### src/rtl/runtime_cfg_pkg.sv
// Shared types and defaults for the runtime configuration controller.
//   state_e    : apply sequencer states
//   err_code_e : error codes reported on err_code_o
//   FIdx*      : field index map inside one thread's configuration bank
//   DefaultRst : packed per-field reset values (8 fields x 8 bits)
//   DefaultMax : packed per-field legal maximum (8 fields x 8 bits)
package runtime_cfg_pkg;

  typedef enum logic [1:0] {
    StIdle,
    StFlush,
    StDone
  } state_e;

  typedef enum logic [1:0] {
    ErrNone     = 2'd0,
    ErrBadIndex = 2'd1,
    ErrRange    = 2'd2,
    ErrTimeout  = 2'd3
  } err_code_e;

  // Field map; indices 5..7 are reserved and pinned to zero by their maximum.
  localparam int unsigned FIdxIssueW       = 0;
  localparam int unsigned FIdxMaxOutStores = 1;
  localparam int unsigned FIdxLdBufLimit   = 2;
  localparam int unsigned FIdxBpEn         = 3;
  localparam int unsigned FIdxFlushOnFence = 4;

  localparam logic [63:0] DefaultRst =
      (64'h04 << (8 * FIdxIssueW))       |
      (64'h08 << (8 * FIdxMaxOutStores)) |
      (64'h0C << (8 * FIdxLdBufLimit))   |
      (64'h01 << (8 * FIdxBpEn))         |
      (64'h00 << (8 * FIdxFlushOnFence));

  localparam logic [63:0] DefaultMax =
      (64'h04 << (8 * FIdxIssueW))       |
      (64'h10 << (8 * FIdxMaxOutStores)) |
      (64'h20 << (8 * FIdxLdBufLimit))   |
      (64'h01 << (8 * FIdxBpEn))         |
      (64'h01 << (8 * FIdxFlushOnFence));

endpackage

### src/rtl/runtime_cfg_bank.sv
// One thread's configuration storage: a staged bank written by software and
// an active bank consumed by the core, plus the per-field maximum check.
//   clk_i, rst_ni : clock, asynchronous active-low reset
//   wr_req_i      : write request for this thread (field index already valid)
//   wr_field_i    : field index
//   wr_data_i     : value to stage
//   over_max_o    : wr_data_i exceeds the maximum of wr_field_i (combinational)
//   copy_i        : copy the whole staged bank into the active bank
//   active_o      : active bank, packed, field f at [f*FIELD_W +: FIELD_W]
module runtime_cfg_bank #(
  parameter int unsigned NUM_FIELDS = 8,
  parameter int unsigned FIELD_W    = 8,
  parameter int unsigned FIDX_W     = 3,
  parameter logic [NUM_FIELDS*FIELD_W-1:0] FIELD_RST = '0,
  parameter logic [NUM_FIELDS*FIELD_W-1:0] FIELD_MAX = '1
) (
  input  logic                          clk_i,
  input  logic                          rst_ni,
  input  logic                          wr_req_i,
  input  logic [FIDX_W-1:0]             wr_field_i,
  input  logic [FIELD_W-1:0]            wr_data_i,
  output logic                          over_max_o,
  input  logic                          copy_i,
  output logic [NUM_FIELDS*FIELD_W-1:0] active_o
);

  localparam logic [NUM_FIELDS-1:0][FIELD_W-1:0] MaxArr = FIELD_MAX;

  logic [NUM_FIELDS-1:0][FIELD_W-1:0] staged_d, staged_q;
  logic [NUM_FIELDS-1:0][FIELD_W-1:0] active_d, active_q;

  always_comb begin
    over_max_o = 1'b0;
    if (32'(wr_field_i) < NUM_FIELDS) begin
      over_max_o = (wr_data_i > MaxArr[wr_field_i]);
    end
  end

  // NOTE: every signal assigned in a combinational block gets its default
  // first, so no path leaves it unassigned and no latch is inferred.
  always_comb begin
    staged_d = staged_q;
    active_d = active_q;
    if (wr_req_i && !over_max_o) begin
      staged_d[wr_field_i] = wr_data_i;
    end
    if (copy_i) begin
      active_d = staged_q;
    end
  end

  // NOTE: both banks are plain flops with architectural reset values, so
  // they are reset, unlike a RAM array whose contents would be left alone.
  always_ff @(posedge clk_i or negedge rst_ni) begin
    if (!rst_ni) begin
      staged_q <= FIELD_RST;
      active_q <= FIELD_RST;
    end else begin
      staged_q <= staged_d;
      active_q <= active_d;
    end
  end

  assign active_o = active_q;

endmodule

### src/rtl/runtime_cfg_ctrl.sv
// Runtime per-thread configuration controller. Software writes land in a
// staged bank; an apply request flushes the target thread through a
// flush_req/flush_ack handshake and then copies staged to active in one edge.
//   clk_i, rst_ni                : clock, asynchronous active-low reset
//   wr_valid/ready, wr_thread/field/data : staged-field write port
//   apply_valid/ready, apply_thread      : apply request port
//   flush_req_o, flush_thread_o, flush_ack_i : pipeline flush handshake
//   active_cfg_o                 : all active banks, thread t at [t*NF*FW +: NF*FW]
//   cfg_update_o                 : one-cycle pulse on the updated thread's bit
//   busy_o                       : apply in progress
//   err_o, err_code_o            : one-cycle error pulse, code held until next error
module runtime_cfg_ctrl
  import runtime_cfg_pkg::*;
#(
  parameter int unsigned NUM_THREADS   = 2,
  parameter int unsigned NUM_FIELDS    = 8,
  parameter int unsigned FIELD_W       = 8,
  parameter logic [NUM_FIELDS*FIELD_W-1:0] FIELD_RST = DefaultRst,
  parameter logic [NUM_FIELDS*FIELD_W-1:0] FIELD_MAX = DefaultMax,
  parameter int unsigned FLUSH_TIMEOUT = 1024,
  localparam int unsigned TID_W  = (NUM_THREADS > 1) ? $clog2(NUM_THREADS) : 1,
  localparam int unsigned FIDX_W = (NUM_FIELDS > 1) ? $clog2(NUM_FIELDS) : 1
) (
  input  logic                                      clk_i,
  input  logic                                      rst_ni,
  input  logic                                      wr_valid_i,
  output logic                                      wr_ready_o,
  input  logic [TID_W-1:0]                          wr_thread_i,
  input  logic [FIDX_W-1:0]                         wr_field_i,
  input  logic [FIELD_W-1:0]                        wr_data_i,
  input  logic                                      apply_valid_i,
  output logic                                      apply_ready_o,
  input  logic [TID_W-1:0]                          apply_thread_i,
  output logic                                      flush_req_o,
  output logic [TID_W-1:0]                          flush_thread_o,
  input  logic                                      flush_ack_i,
  output logic [NUM_THREADS*NUM_FIELDS*FIELD_W-1:0] active_cfg_o,
  output logic [NUM_THREADS-1:0]                    cfg_update_o,
  output logic                                      busy_o,
  output logic                                      err_o,
  output logic [1:0]                                err_code_o
);

  localparam int unsigned BankW   = NUM_FIELDS * FIELD_W;
  localparam int unsigned TmrW    = (FLUSH_TIMEOUT > 1) ? $clog2(FLUSH_TIMEOUT) : 1;
  localparam logic [TmrW-1:0] TmrLast =
      TmrW'((FLUSH_TIMEOUT > 0) ? (FLUSH_TIMEOUT - 1) : 0);

  state_e           state_d, state_q;
  logic [TID_W-1:0] thread_d, thread_q;
  logic [TmrW-1:0]  timer_d, timer_q;
  logic             err_d, err_q;
  err_code_e        err_code_d, err_code_q;

  logic                   idle;
  logic                   wr_fire, apply_fire;
  logic                   wr_thread_ok, wr_field_ok, apply_thread_ok;
  logic                   wr_over_max;
  logic                   copy;
  logic [NUM_THREADS-1:0] bank_wr_req, bank_copy, bank_over_max;

  assign idle          = (state_q == StIdle);
  assign wr_ready_o    = idle;
  assign apply_ready_o = idle;
  assign wr_fire       = wr_valid_i && idle;
  assign apply_fire    = apply_valid_i && idle;

  assign wr_thread_ok    = (32'(wr_thread_i) < NUM_THREADS);
  assign wr_field_ok     = (32'(wr_field_i) < NUM_FIELDS);
  assign apply_thread_ok = (32'(apply_thread_i) < NUM_THREADS);

  // Route the write to its bank and pick that bank's range-check result.
  always_comb begin
    wr_over_max = 1'b0;
    bank_wr_req = '0;
    bank_copy   = '0;
    for (int unsigned t = 0; t < NUM_THREADS; t++) begin
      if (wr_thread_i == TID_W'(t)) begin
        wr_over_max    = bank_over_max[t];
        bank_wr_req[t] = wr_fire && wr_field_ok;
      end
      bank_copy[t] = copy && (thread_q == TID_W'(t));
    end
  end

  for (genvar t = 0; t < NUM_THREADS; t++) begin : g_bank
    runtime_cfg_bank #(
      .NUM_FIELDS (NUM_FIELDS),
      .FIELD_W    (FIELD_W),
      .FIDX_W     (FIDX_W),
      .FIELD_RST  (FIELD_RST),
      .FIELD_MAX  (FIELD_MAX)
    ) u_bank (
      .clk_i      (clk_i),
      .rst_ni     (rst_ni),
      .wr_req_i   (bank_wr_req[t]),
      .wr_field_i (wr_field_i),
      .wr_data_i  (wr_data_i),
      .over_max_o (bank_over_max[t]),
      .copy_i     (bank_copy[t]),
      .active_o   (active_cfg_o[t*BankW +: BankW])
    );
  end

  // Apply sequencer, timer and error reporting.
  always_comb begin
    state_d    = state_q;
    thread_d   = thread_q;
    timer_d    = timer_q;
    err_d      = 1'b0;
    err_code_d = err_code_q;
    copy       = 1'b0;

    if (wr_fire) begin
      if (!wr_thread_ok || !wr_field_ok) begin
        err_d      = 1'b1;
        err_code_d = ErrBadIndex;
      end else if (wr_over_max) begin
        err_d      = 1'b1;
        err_code_d = ErrRange;
      end
    end

    unique case (state_q)
      StIdle: begin
        if (apply_fire) begin
          if (apply_thread_ok) begin
            thread_d = apply_thread_i;
            timer_d  = '0;
            state_d  = StFlush;
          end else begin
            err_d      = 1'b1;
            err_code_d = ErrBadIndex;
          end
        end
      end
      StFlush: begin
        timer_d = timer_q + TmrW'(1);
        // Ack is checked first so an ack on the last timer cycle still applies.
        if (flush_ack_i) begin
          copy    = 1'b1;
          state_d = StDone;
        end else if ((FLUSH_TIMEOUT > 0) && (timer_q == TmrLast)) begin
          state_d    = StIdle;
          err_d      = 1'b1;
          err_code_d = ErrTimeout;
        end
      end
      StDone:  state_d = StIdle;
      default: state_d = StIdle;
    endcase
  end

  // NOTE: sequential state uses non-blocking assignments so every flop
  // samples pre-edge values regardless of statement order.
  always_ff @(posedge clk_i or negedge rst_ni) begin
    if (!rst_ni) begin
      state_q    <= StIdle;
      thread_q   <= '0;
      timer_q    <= '0;
      err_q      <= 1'b0;
      err_code_q <= ErrNone;
    end else begin
      state_q    <= state_d;
      thread_q   <= thread_d;
      timer_q    <= timer_d;
      err_q      <= err_d;
      err_code_q <= err_code_d;
    end
  end

  always_comb begin
    cfg_update_o = '0;
    for (int unsigned t = 0; t < NUM_THREADS; t++) begin
      cfg_update_o[t] = (state_q == StDone) && (thread_q == TID_W'(t));
    end
  end

  assign flush_req_o    = (state_q == StFlush);
  assign flush_thread_o = thread_q;
  assign busy_o         = !idle;
  assign err_o          = err_q;
  assign err_code_o     = err_code_q;

endmodule

### config.mk
export PLATFORM = sky130hd
export DESIGN_NAME = runtime_cfg_ctrl
export DESIGN_NICKNAME = d
export VERILOG_FILES = /design/src/rtl/runtime_cfg_pkg.sv /design/src/rtl/runtime_cfg_bank.sv /design/src/rtl/runtime_cfg_ctrl.sv
export SDC_FILE = /design/constraint.sdc
export NUM_CORES = 1
export LEC_CHECK = 0
export ABC_AREA = 0
export BUFFER_PORTS_ARGS = -buffer_cell sky130_fd_sc_hd__buf_2
export CAP_MARGIN = 20
export CORE_MARGIN = 8
export CORE_UTILIZATION = 35
export CTS_CLUSTER_SIZE = 20
export DETAILED_ROUTE_END_ITERATION = 8
export PLACE_DENSITY_LB_ADDON = 0.1
export SLEW_MARGIN = 20
export SYNTH_ARGS = -nofsm -noshare
export SYNTH_HDL_FRONTEND = slang
export SYNTH_SLANG_ARGS = --single-unit
### constraint.sdc
create_clock -name clk_i -period 5.45 [get_ports clk_i]
set_clock_uncertainty 0.1 [all_clocks]
set_input_delay 0.545 -clock clk_i [delete_from_list [all_inputs] [get_ports clk_i]]
set_output_delay 0.545 -clock clk_i [all_outputs]
set_load 0.1 [all_outputs]
-- Yosys cells after proc, flatten, opt, wreduce, memory -nomap -nowiden
Memories as Yosys holds them, arrays and structs flattened.
Index checks and enable logic that the tools add are counted.
- add/subtract/negate cells: 1
- order comparisons: 3
- eq/ne operators: 5
- muxes and demuxes: 25
- bitwise operators: 1
- reductions and logical operators: 16
- operators by type and width (operator ; number):
    64-bit bitwise mux ; 2
    8-bit demux with 3-bit select ; 1
    10-bit case mux with 2 select lines ; 1
    2-bit two-way mux ; 8
    8-bit two-way mux ; 2
    10-bit by 1-bit adder with 10-bit output, second input constant ; 1
    10-bit equality test, second input constant ; 1
    10-bit two-way mux ; 1
    1-bit logical AND ; 9
    1-bit two-way mux ; 9
    8-bit > comparator ; 1
    2-bit AND reduction ; 3
    3-bit by 4-bit < comparator with 1-bit output, second input constant ; 1
    2-bit case mux with 2 select lines ; 1
    3-bit by 1-bit >= comparator with 1-bit output, second input constant ; 1
    3-bit by 1-bit != test with 1-bit output, second input constant ; 1
    2-bit by 1-bit equality test with 1-bit output, second input constant ; 1
    2-bit equality test, second input constant ; 1
    1-bit logical NOT ; 2
    2-bit logical NOT ; 1
    2-bit by 1-bit != test with 1-bit output, second input constant ; 1
    2-bit nonzero test ; 1
    1-bit inverter ; 1
- flip-flop bits (word level): 272
- ROM bits: 64
- bits of input ports: 18
- output and inout bits: 138
- logic and storage cells: 89
- memories kept: 1
- memories (name ; depth ; bits a word ; read ports ; clocked after Yosys merged registers in ; wr ports ; RTL line ; RTL):
    (no name shown) ; 8 ; 8 ; 1 ; 0 ; 0 ; runtime_cfg_bank.sv:35 ; over_max_o = (wr_data_i > MaxArr[wr_field_i]);

-- Longest topological paths before layout
- depth in word-level cells: 8
- depth in mapped cells: 11
- gate-level depth less buffers: 9

-- Cells and area by module
From an unflattened synthesis, not the netlist that was laid out.
- cells, all modules: 774
- area, all modules: 11187.0 sq um
- by module, submodules not included (module ; instances ; cells each ; area each (sq um) ; seq. area each (sq um)):
    runtime_cfg_bank ; 2 ; 343 ; 5147.4 ; 3215.6
    runtime_cfg_ctrl ; 1 ; 88 ; 892.1 ; 400.4

-- Worst setup path before layout
No wires, ideal clock.
- path kind: reg2out
- start point: reg thread_q (netlist: flush_thread_o)
- end point: out cfg_update_o[0]
- arrival time: 3.131 ns
- required time: 4.805 ns
- setup slack: 1.674 ns
- stages on the path, launching flop included: 2
- buffers on the path: 0
- cell sequence: dfrtp_1 -> nor3b_1
- word-level cells in the longest chain between the ends: 2
- RTL lines (element ; RTL line ; RTL):
    start, declared ; runtime_cfg_ctrl.sv:50 ; logic [TID_W-1:0] thread_d, thread_q;
    start signal, assigned ; runtime_cfg_ctrl.sv:165 ; thread_q <= thread_d;
    1-bit inverter ; runtime_cfg_ctrl.sv:175 ; cfg_update_o[t] = (state_q == StDone) && (thread_q == TID_W'(t));
    1-bit logical AND ; runtime_cfg_ctrl.sv:175 ;
    end, declared ; runtime_cfg_ctrl.sv:38 ; output logic [NUM_THREADS-1:0] cfg_update_o,
No other way between the ends.

-- Worst setup path in the final report
- start point: in wr_field_i[0]
- end point: reg g_bank[1].u_bank.staged_q[43] in the netlist's numbering
- word-level cells in the longest chain between the ends: 5
- elaborated cells between the ends (all ways): 11
- classes of those cells: order compare (3); mux (4); reduce/logical (3); memory (1)
- RTL lines (element ; RTL line ; RTL):
    start, declared ; runtime_cfg_ctrl.sv:29 ; input logic [FIDX_W-1:0] wr_field_i,
    memory read 8 x 8 bit (tied with other cells) ; -- ;
    8-bit two-way mux (not written as such) or 1-bit logical AND (tied branches) ; runtime_cfg_bank.sv:35, runtime_cfg_bank.sv:45 ;
    8-bit > comparator or 8-bit two-way mux (tied branches) ; runtime_cfg_bank.sv:35, runtime_cfg_bank.sv:45 ;
    1-bit logical NOT or 8-bit demux with 3-bit select (tied branches) ; -- ;
    1-bit logical AND or 64-bit bitwise mux (tied branches) ; runtime_cfg_bank.sv:44, runtime_cfg_bank.sv:45 ;
    end signal, assigned ; runtime_cfg_bank.sv:59 ; staged_q <= staged_d;
    end, declared ; runtime_cfg_bank.sv:29 ; logic [NUM_FIELDS-1:0][FIELD_W-1:0] staged_d, staged_q;
Several ways; a longest one is shown, not always the timed one. The select of a mux whose other input is x is not followed.
A chain may end at the register's enable or synchronous reset.

==> out/results.txt <==
internal power = 0.00411 W
Net Sw Frac = 0.393
# IOs = 156
reg2reg setup slack = 2.57 ns
vias after detailed routing = 6072
Top FF cell, synth = dfrtp_1
Cell Chain, Critical Path = buf_2, inv_1, or3_1, ha_1, o21ai_0, nand2_1, or2_2, a21oi_2, mux2_2
Num Clock Sinks = 272
initial core utilization = 0.356
WS Path Type = input port to flop
FILL cells = 2747
CP peak stage delay = 0.54 ns
Final GP Congestion = 0.785
synth unique cells = 47
area delta synth->final = 22.4%
Clock Power Share = 0.338
Post-synth EDFFs = 0
final hold viol count = 0
row cnt = 63
post-synth top area share = 0.596
core area = 29700 sq um
first-pass GRT wire length = 39400 um
Post-Route Utilization = 0.436
post-route DRC violation count = 0
Critical Path End Type = flop
period utilization = 0.633
GR Util met1 = 0.175
sequential share of power = 0.360
Worst EP arrival = 3.77 ns
initial antenna violation count = 0
largest net degree at the start of global routing = 141
RR Startpoint = state_q[1]$_DFFE_PN0P_
Layout Nets = 879
wire per inst = 19.5 um
outcome = complete, no violations
hold path startpoint = flush_ack_i
Synth Net Count = 714
Final Hold Slack = 0.113 ns
die area = 36000 sq um
Max Slew Vio Count = 0
share of cells above drive strength 1 = 0.538
#FFs+latches synth = 272
post-route setup TNS = 0 ns
RSZ-0062 raised after global routing = no
clk_lat worst skew = 0.54 ns
drt pass-1 iters = 4
crit start category = input port
final setup fails = 0
CTS Buf Count = 31
crit path time final = 3.45 ns
met2 Use GR = 0.230
leak pwr = 6.66 nW
Pwr Density = 522 nW/um^2
Max Fclk = 0.290 GHz
Hold/Removal Path Class = input port to flop
Worst Hold End = state_q[0]$_DFFE_PN0P_
antenna-violating nets left = 0
GR Overflow Total = 0
H-tree Lvls = 1
CP Max Fanout = 11
share of synthesized registers carrying an async set or reset = 1.00
n_diodes = 0
drt first-iter violations = 266
clock transition at the registers of the reported paths = 0.06 ns
pre-CTS WS = 1.45 ns
Worst-Margin Slew = 0.839 ns
die height = 190 um
CTS Root Cell = clkbuf_16
routing usage on met3 = 0.0381
CTS Buffer Depth = 3
worst endpoint required time = 5.77 ns
Setup Buffers After CTS = 0
total number of yosys warnings = 0
worst-case reg-to-reg path depth = 6
Die W = 190 um
GR Util All Layers = 0.138
Max-Cap Viols = 0
most frequent cell after synthesis = dfrtp_1
Switch Pwr = 0.00266 W
Via density = 4.78
post-DP HPWL = 16500 um
Mean Syn Cell Area = 15.3 sq um
synth top area cells = dfrtp_1, mux2_2, dfstp_2
Post-Syn Area = 10600 sq um
TritonCTS clock tree = done
Most Crowded Layer GR = met2
hold_buf cts = 0
reg2reg end = g_bank[0].u_bank.active_o[48]$_DFFE_PN0P_
hold depth = 2
slowest stage cell, crit path = nand2_1
Port Buffers = 155
post-synthesis sequential area ratio = 0.646
peak supply drop = 0.000221 V
Slew HR = 0.439
PnR worst setup slack = 2.00 ns
Synth top cells by count = dfrtp_1, mux2_2, nand2_1
Post-Syn Instances = 691
vias in the first global route = 6619
Routed WL = 24800 um
area leader, netlist = dfrtp_1
post-CTS sizing = 0
Logic pwr share = 0.302
-- cells by family after synthesis --
kind of cell	Yosys count	share of synthesized area
compound gates	48	0.0460
fa+ha+maj	5	0.00591
buf+inv	52	0.0214
flops	272	0.646
mux	219	0.233
simple gates	95	0.0481
-- layout by cell type, fill, tap and decap left out, types with 4 or more instances in the layout --
master     Yosys  routed
nand3_1        6       6
inv_1         22      22
mux2_2       214     214
buf_2         16     154
and2_1        10      10
clkbuf_8       0       4
o21ai_0       13      13
bufinv_16      0       8
clkinv_2       0      11
nor2b_1       10       9
or3_1          5       5
a22o_1         5       5
a211oi_4       5       5
dfstp_2       20      20
o31ai_1        4       4
ha_1           5       5
nand2_1       23      22
nand4_1        6       6
nor2_1        21      21
clkbuf_16      0      31
dfrtp_1      252     252
-- critical path: cells and delay by family --
family / cells / cell delay, ns
buffers and inverters: 2 / 0.37
adder cells (fa/ha/maj): 1 / 0.30
AO/OA/AOI/OAI: 2 / 0.69
multiplexers: 1 / 0.40
AND/OR/NAND/NOR: 3 / 1.45
-- how the worst max path moves through the flow --
stage | startpoint | to | slack (ns)
final | wr_field_i[0] | g_bank[1].u_bank.staged_q[43]$_DFFE_PN0P_ | 2.00
after detailed placement | wr_field_i[0] | g_bank[1].u_bank.staged_q[43]$_DFFE_PN0P_ | 1.45
after global placement | wr_field_i[0] | g_bank[1].u_bank.staged_q[41]$_DFFE_PN0P_ | 1.68
after floorplan | flush_thread_o$_DFFE_PN0P_ | cfg_update_o[0] | 1.67
after global routing | wr_field_i[0] | g_bank[1].u_bank.staged_q[43]$_DFFE_PN0P_ | 1.83
after CTS | wr_field_i[0] | g_bank[1].u_bank.staged_q[43]$_DFFE_PN0P_ | 2.02
-- through the flow --
| stage | area [sq um] | power, W | cells |
|---|---|---|---|
| 4_1_cts | 12900 | 0.00687 | 1268 |
| 5_1_grt | 13000 | 0.00707 | 1270 |
| 6_report | 13000 | 0.00677 | 1270 |
| 3_3_place_gp | 11800 | 0.00451 | 1211 |
| 2_1_floorplan | 10600 | 0.00413 | 691 |
| 3_5_place_dp | 11800 | 0.00454 | 1211 |
-- flip-flops by register name, summed over array words and instances, names as in the netlist --
register                flops
state_q                     2
err_o                       1
timer_q                    10
g_bank.u_bank.active_o    128
flush_thread_o              1
g_bank.u_bank.staged_q    128
err_code_o                  2
-- area by class of cell --
cell class / instances / area, sq um / share of cell area
sequential: 272 / 6830 / 0.527
multi-input combinational: 367 / 3530 / 0.273
timing repair buffer: 161 / 866 / 0.0668
clock buffer: 35 / 831 / 0.0641
tap: 390 / 488 / 0.0377
clock inverter: 22 / 320 / 0.0247
inverter: 23 / 86.3 / 0.00666
-- power by group through the flow --
stage,sequential [W],clock (W),combinational (W)
global placement,0.00247,0,0.00204
CTS,0.00244,0.00236,0.00206
finish,0.00244,0.00229,0.00204
detailed placement,0.00248,0,0.00206
global route,0.00248,0.00247,0.00213
floorplan,0.00365,0,0.000478
-- layer usage --
metal / wire [um] / up-vias
li1: - / 2755
met1: 10700 / 3148
met2: 12000 / 136
met3: 1620 / 33
met4: 436 / 0
met5: 0 / -
No activity file was read; power rests on OpenSTA's default activity.
